## src/rtl/seg7_pkg.sv

```systemverilog
// Shared seven-segment definitions.
//   SEG7_FONT    : 16-entry glyph table, 8 bits {dp,g,f,e,d,c,b,a}, dp always 0
//   SEG7_DP_BIT  : bit position of the decimal point in the output byte
//   seg7_encode  : 4-bit value -> 7-bit {g..a} pattern, bit = 1 means segment lit
package seg7_pkg;

  localparam int SEG7_DP_BIT = 7;

  localparam logic [7:0] SEG7_FONT [0:15] = '{
    8'h3F, 8'h06, 8'h5B, 8'h4F,   // 0 1 2 3
    8'h66, 8'h6D, 8'h7D, 8'h07,   // 4 5 6 7
    8'h7F, 8'h6F, 8'h77, 8'h7C,   // 8 9 A b
    8'h39, 8'h5E, 8'h79, 8'h71    // C d E F
  };

  function automatic logic [6:0] seg7_encode(input logic [3:0] d);
    logic [7:0] entry;
    entry = SEG7_FONT[d];
    return entry[6:0];
  endfunction

endpackage

```

## src/rtl/seg7_decoder.sv

```systemverilog
// Combinational hex-to-seven-segment decoder.
//   digit : in  4  value 0..15
//   glyph : out 7  {g,f,e,d,c,b,a}, bit = 1 means segment lit (active-high)
module seg7_decoder
  import seg7_pkg::*;
(
  input  logic [3:0] digit,
  output logic [6:0] glyph
);

  always_comb begin
    glyph = seg7_encode(digit);
  end

endmodule

```

## src/rtl/dut_seven_segment_1.sv

```systemverilog
// Free-running single-digit counter driving a 7-segment display with decimal point.
// The digit advances once every TICKS_PER_STEP clocks, counting 0..MAX_DIGIT and
// wrapping to 0. The decimal point lights while the digit sits at MAX_DIGIT.
//   clk : in  1  system clock
//   rst : in  1  synchronous active-high reset
//   seg : out 8  registered {dp,g,f,e,d,c,b,a}; inverted when ACTIVE_LOW = 1
module dut_seven_segment_1
  import seg7_pkg::*;
#(
  parameter int TICKS_PER_STEP = 1,
  parameter int MAX_DIGIT      = 9,
  parameter bit ACTIVE_LOW     = 1'b0
) (
  input  logic       clk,
  input  logic       rst,
  output logic [7:0] seg
);

  localparam int TICK_W = $clog2(TICKS_PER_STEP + 1);
  localparam logic [TICK_W-1:0] TICK_LAST  = TICK_W'(TICKS_PER_STEP - 1);
  localparam logic [3:0]        DIGIT_LAST = 4'(MAX_DIGIT);
  localparam logic [7:0]        POLARITY   = ACTIVE_LOW ? 8'hFF : 8'h00;
  // Reset shows digit 0; MAX_DIGIT >= 1 so the dp is never set here.
  localparam logic [7:0]        SEG_RESET  = {1'b0, seg7_encode(4'd0)} ^ POLARITY;

  logic [TICK_W-1:0] tick;
  logic [TICK_W-1:0] tick_next;
  logic [3:0]        digit;
  logic [3:0]        digit_next;
  logic              step;
  logic [6:0]        glyph;
  logic [7:0]        seg_next;

  always_comb begin
    step       = (tick == TICK_LAST);
    tick_next  = step ? '0 : tick + TICK_W'(1);
    digit_next = digit;
    if (step) begin
      digit_next = (digit == DIGIT_LAST) ? 4'd0 : digit + 4'd1;
    end
  end

  // Decode the upcoming digit so seg updates on the same edge as the digit itself.
  seg7_decoder u_decoder (
    .digit (digit_next),
    .glyph (glyph)
  );

  always_comb begin
    seg_next = {(digit_next == DIGIT_LAST), glyph} ^ POLARITY;
  end

  always_ff @(posedge clk) begin
    if (rst) begin
      tick  <= '0;
      digit <= 4'd0;
      seg   <= SEG_RESET;
    end else begin
      tick  <= tick_next;
      digit <= digit_next;
      seg   <= seg_next;
    end
  end

endmodule

```

## config.mk

```make
export PLATFORM = sky130hd
export DESIGN_NAME = dut_seven_segment_1
export DESIGN_NICKNAME = d
export VERILOG_FILES = /design/src/rtl/seg7_pkg.sv /design/src/rtl/seg7_decoder.sv /design/src/rtl/dut_seven_segment_1.sv
export SDC_FILE = /design/constraint.sdc
export NUM_CORES = 1
export LEC_CHECK = 0
export ABC_AREA = 1
export BUFFER_PORTS_ARGS = -buffer_cell sky130_fd_sc_hd__buf_2
export CAP_MARGIN = 20
export CORE_UTILIZATION = 49
export DETAILED_ROUTE_END_ITERATION = 12
export PLACE_DENSITY = 0.72
export RECOVER_POWER = 100
export SLEW_MARGIN = 15
export SYNTH_ARGS = -nofsm -noshare
export SYNTH_HDL_FRONTEND = slang
export SYNTH_HIERARCHICAL = 1
export SYNTH_SLANG_ARGS = --single-unit
```

## constraint.sdc

```tcl
create_clock -name clk -period 1.7 [get_ports clk]
set_input_delay 0.255 -clock clk [delete_from_list [all_inputs] [get_ports clk]]
set_output_delay 0.255 -clock clk [all_outputs]
set_load 0.005 [all_outputs]
```

== Yosys cells after proc, flatten, opt, wreduce, memory -nomap -nowiden ==
Memories as Yosys holds them, arrays and structs flattened. A register that Yosys moved wholly into a read port is not among the register bits.
Cells that the tools add are included.

* Memories kept: 1
* Bits in registers: 13
* Input bits: 2
* Output and inout bits: 8
* ROM bits: 128

* Reductions and logical operators: 1
* Muxes and demuxes: 4
* Bitwise operators: 2
* Add/subtract/negate cells: 2
* Eq/ne operators: 2
* $lt $le $gt $ge: 1

{| class="wikitable"
|+ Memories
! memory !! words !! bits a word !! rd ports !! clocked after Yosys merged registers in !! write ports !! line !! source
|-
| (name not given) || 16 || 8 || 1 || 1 || 0 || seg7_pkg.sv:18 || <nowiki>entry = SEG7_FONT[d];</nowiki>
|}

{| class="wikitable"
|+ Operators by type and width
! operator !! count
|-
| 2-to-1 mux 7 bit || 2
|-
| equality test 4 bit, second input constant || 2
|-
| 2-to-1 mux 4 bit || 2
|-
| >= comparator 5 bit, second input constant || 1
|-
| inverter 4 -> 5 bit || 1
|-
| adder 4 x 1 -> 4 bit, second input constant || 1
|-
| OR reduction 2 bit || 1
|-
| adder 1 bit, second input constant || 1
|-
| inverter 1 bit || 1
|}

== Logic depth before layout (Yosys ltp) ==
* Word-level depth: 7
* Depth in mapped cells: 14
* Depth with buffers taken out: 14

== Cells and area by module ==
Netlist, hierarchy kept.

{| class="wikitable"
|+ Modules (own cells, without submodules)
! module !! cells an instance !! instances !! area each (um^2) !! seq. area each (um^2)
|-
| dut_seven_segment_1 || 57 || 1 || 478.0 || 260.2
|-
| seg7_decoder || 52 || 1 || 270.3 || 0.0
|}

== Worst setup path after synthesis ==
Ideal clock, no wire load.

* Path type: reg-to-reg
* Start point: register digit[0]
* End point: register seg[3]
* Slack: 29 ps
* Cell stages (with the launch flop): 14
* Data arrival time: 1551 ps
* Path buffers: 0
* Cell sequence: dfxtp_1 > inv_1 > nor2_1 > nand2_1 > nand2_1 > nand2_1 > inv_1 > inv_1 > ha_1 > nand2_1 > o21ai_0 > nand2_1 > nand2_1 > or2_1

* Longest elaborated chain between the ends: 4
* Elaborated cells on any way between the ends: 5
* Classes of those cells: 1 x add/sub; 1 x eq/ne; 2 x mux; 1 x bitwise

{| class="wikitable"
|+ Ends and longest elaborated chain
! what !! line !! source
|-
| from (decl) || dut_seven_segment_1.sv:28 || <nowiki>logic [3:0] digit;</nowiki>
|-
| from (signal assigned) || dut_seven_segment_1.sv:60 || <nowiki>digit <= digit_next;</nowiki>
|-
| adder 4 x 1 -> 4 bit or equality test 4 bit (tied branches) || dut_seven_segment_1.sv:39 || <nowiki>digit_next = (digit == DIGIT_LAST) ? 4'd0 : digit + 4'd1;</nowiki>
|-
| 2-to-1 mux 4 bit (*) || dut_seven_segment_1.sv:39 ||
|-
| 2-to-1 mux 4 bit (*) || dut_seven_segment_1.sv:38 || <nowiki>if (step) begin</nowiki>
|-
| net digit_next[1] || dut_seven_segment_1.sv:29 || <nowiki>logic [3:0] digit_next;</nowiki>
|-
| inverter 4 -> 5 bit (not written as such) (*) || seg7_pkg.sv:18 ||
|-
| to (decl) || dut_seven_segment_1.sv:16 || <nowiki>output logic [7:0] seg</nowiki>
|}

Mark *: on every way through the listed nets, which the timed path passes. The rest lies on a longest branch.
A chain may end at the register's enable or synchronous reset.

== Final worst setup path ==
* Start point: register digit[0]
* End point: register seg[6]

The elaborated chain is that of the path after synthesis.

==> flow_summary.json <==
{
  "core_um2": 1370,
  "maxCapViolCount": 0,
  "gr-usage-met3_pct": 5.43,
  "finalPower_uw": 717,
  "die-width_um": 41.1,
  "die_h_um": 41.1,
  "firstDrtPassIters": 4,
  "via_per_inst": 5.06,
  "worstSetupPathType": "flop to flop",
  "area_delta_synth_final_pct": 33.6,
  "synth_nets": 118,
  "switching_power_uw": 219,
  "yosys-top-cells-area": "dfxtp_1, nand2_1, ha_1, inv_1, nand2_2",
  "min_period_ns": 1.67,
  "peakVddDrop_v": 0.000481,
  "slew_viol_final": 0,
  "start_kind": "flop",
  "synth_ff_type": "dfxtp_1",
  "synthTopCellsByCount": "nand2_1, inv_1, dfxtp_1",
  "drive_gt1_share_pct": 41.1,
  "hold_violations": 0,
  "end_kind": "flop",
  "dpl_cell_area_um2": 846,
  "async_flop_share_pct": 0,
  "fmax_ghz": 0.599,
  "synth_area_leader_cell": "dfxtp_1",
  "fin_nets": 139,
  "p_seq_share_pct": 46.5,
  "vias": 729,
  "insertion_delay_ns": 0.28,
  "synth_area_um2": 748,
  "crit_path_max_fanout": 8,
  "antenna_found_initial": 0,
  "fin_skew_ns": 0.00306,
  "portBuffers": 9,
  "initial_utilization_pct": 54.8,
  "powerDensity_nw_per_um2": 717,
  "leakage_uw": 0.000481,
  "use_met1_pct": 25.2,
  "ys_seq_area_share_pct": 34.8,
  "place.gp.congestion": 0.888,
  "io_pins": 10,
  "core.rowCount": 13,
  "clockBufferDepth": 2,
  "ant_nets": 0,
  "dpl.cell_count": 137,
  "grt_start_max_net_pins": 12,
  "wire_per_inst_um": 11.3,
  "busiest_layer": "met2",
  "yosysMostFrequentCell": "nand2_1",
  "synth_edf_count": 0,
  "grt_util_met2_pct": 29.3,
  "reg2reg_depth": 14,
  "outcome": "finished clean",
  "grt_usage_pct": 20.6,
  "antenna_cells": 0,
  "design_area_um2": 1000,
  "synth_cell_types": 17,
  "die_area_um2": 1690,
  "grt_remaining_overflow": 0,
  "numCtsBuffers": 3,
  "r2r-end": "seg[6]$_SDFF_PP0_",
  "cp_data_required_time_ns": 1.91,
  "worstSetupStartpoint": "digit[0]$_SDFF_PP0_",
  "setup-violations-final": 0,
  "htree_num_levels": 1,
  "drtIter0Drc": 28,
  "synth-seq-cells": 13,
  "internal_power_uw": 498,
  "drc": 0,
  "avgSynthCellArea_um2": 6.86,
  "clock_sinks": 13,
  "grt_first_pass_wirelength_um": 2220,
  "finalCritPeriodShare_pct": 98.2,
  "rsz0062_at_grt": "true",
  "clock_power_share_pct": 27.2,
  "root_buffer": "clkbuf_4",
  "reg2reg_from": "digit[0]$_SDFF_PP0_",
  "finalNonFillerCells": 144,
  "post-dp-hpwl_um": 1000,
  "grt_pass1_vias": 552,
  "hp-class": "input pin to flop",
  "routed_wl_um": 1630,
  "yosysTopAreaCellShare_pct": 34.8,
  "cts_tree": "done",
  "postSynthCellCount": 109,
  "rrSetupSlack_ns": 0.03,
  "crit_arrival_ns": 1.88,
  "swShare_pct": 30.6,
  "endpoint": "seg[6]$_SDFF_PP0_",
  "ys_warn_count": 6,
  "pwr-share-comb_pct": 26.4,
  "path_clk_slew_ns": 0.08
}
## sequential cells by signal (all words and copies together) (netlist names)
signal	cells
tick	1
digit	4
seg	8
## metrics by stage
step	TNS [ns]	utilization (%)	hold slack [ns]	setup slack [ns]
2_1_floorplan	0	-	0.324	0.0288
3_3_place_gp	0	61.9	0.572	0.0775
3_5_place_dp	0	61.9	0.581	0.0228
4_1_cts	0	63.9	0.284	0.00145
5_1_grt	-0.298	73.2	0.283	-0.0640
6_report	0	73.2	0.284	0.0311
## worst max-delay path: stages, from the launching register on
cell	delay [ns]
dfxtp_4	0.38
buf_4	0.13
nand2_4	0.05
nor2_4	0.09
nand2_2	0.08
nand2_4	0.09
clkinvlp_4	0.19
inv_4	0.14
buf_4	0.11
nand2_1	0.05
nand2_1	0.06
nand2_1	0.05
nand2_1	0.06
inv_1	0.04
nor2_1	0.09
## what timing repair did
action,in CTS,in global routing
setup buffers,0,3
resized for setup,1,35
pin swaps,0,6
hold buffers,0,0
setup endpoints to repair,2,7
cloned,0,0
## routing by layer
metal / vias up / share of wire (%)
met4: 0 / 1.8
li1: 362 / -
met1: 333 / 44
met5: - / 0
met3: 4 / 5.3
met2: 30 / 49
## worst min-delay path by stage
stage,startpoint,end,slack (ns),depth (start not counted)
after floorplan,rst,digit[0]$_SDFF_PP0_,0.32,1
after global placement,rst,digit[2]$_SDFF_PP0_,0.57,2
after detailed placement,rst,digit[2]$_SDFF_PP0_,0.58,2
after CTS,rst,digit[0]$_SDFF_PP0_,0.28,2
after global routing,rst,digit[0]$_SDFF_PP0_,0.28,2
final,rst,digit[0]$_SDFF_PP0_,0.28,2
## cell usage in the layout, fill, tap and decap left out
master,netlist,routed
o21ai_1,0,2
or2_1,6,6
buf_2,0,9
buf_4,1,7
inv_1,17,8
nand3_2,1,2
nor2_1,7,7
nand2_4,0,2
nor2_4,1,2
ha_4,0,4
clkbuf_4,0,3
inv_4,0,2
nand3_1,7,6
nor2_2,2,1
nand4_1,1,1
inv_2,1,7
buf_6,0,2
nand2_1,35,31
dfxtp_4,0,2
dfxtp_1,13,10
conb_1,1,1
clkinvlp_4,0,1
clkbuf_1,1,1
ha_1,7,3
dfxtp_2,0,1
nand2_2,6,8
## cell type report
class | instances | area, µm²
fill | 96 | 367
sequential | 13 | 269
clock buffer | 4 | 26.3
tap | 15 | 18.8
timing repair buffer | 18 | 120
inverter | 18 | 76.3
multi-input combinational | 76 | 489
## cell families (layout without fill, tap and decap cells)
| family | after synthesis | after routing | synth area share (%) |
|---|---|---|---|
| compound gates | 2 | 2 | 1.34 |
| fa+ha+maj | 7 | 7 | 11.7 |
| buf+inv | 20 | 40 | 10.5 |
| flops | 13 | 13 | 34.8 |
| other cells | 1 | 1 | 0.501 |
| simple gates | 66 | 66 | 41.1 |
## power by group through the flow
stage	combinational, µW	sequential, µW	clock, µW
floorplan	87.3	341	0
global placement	138	338	0
detailed placement	141	338	0
CTS	142	331	195
global route	210	337	216
finish	189	333	195
No activity file was read; power rests on OpenSTA's default activity.
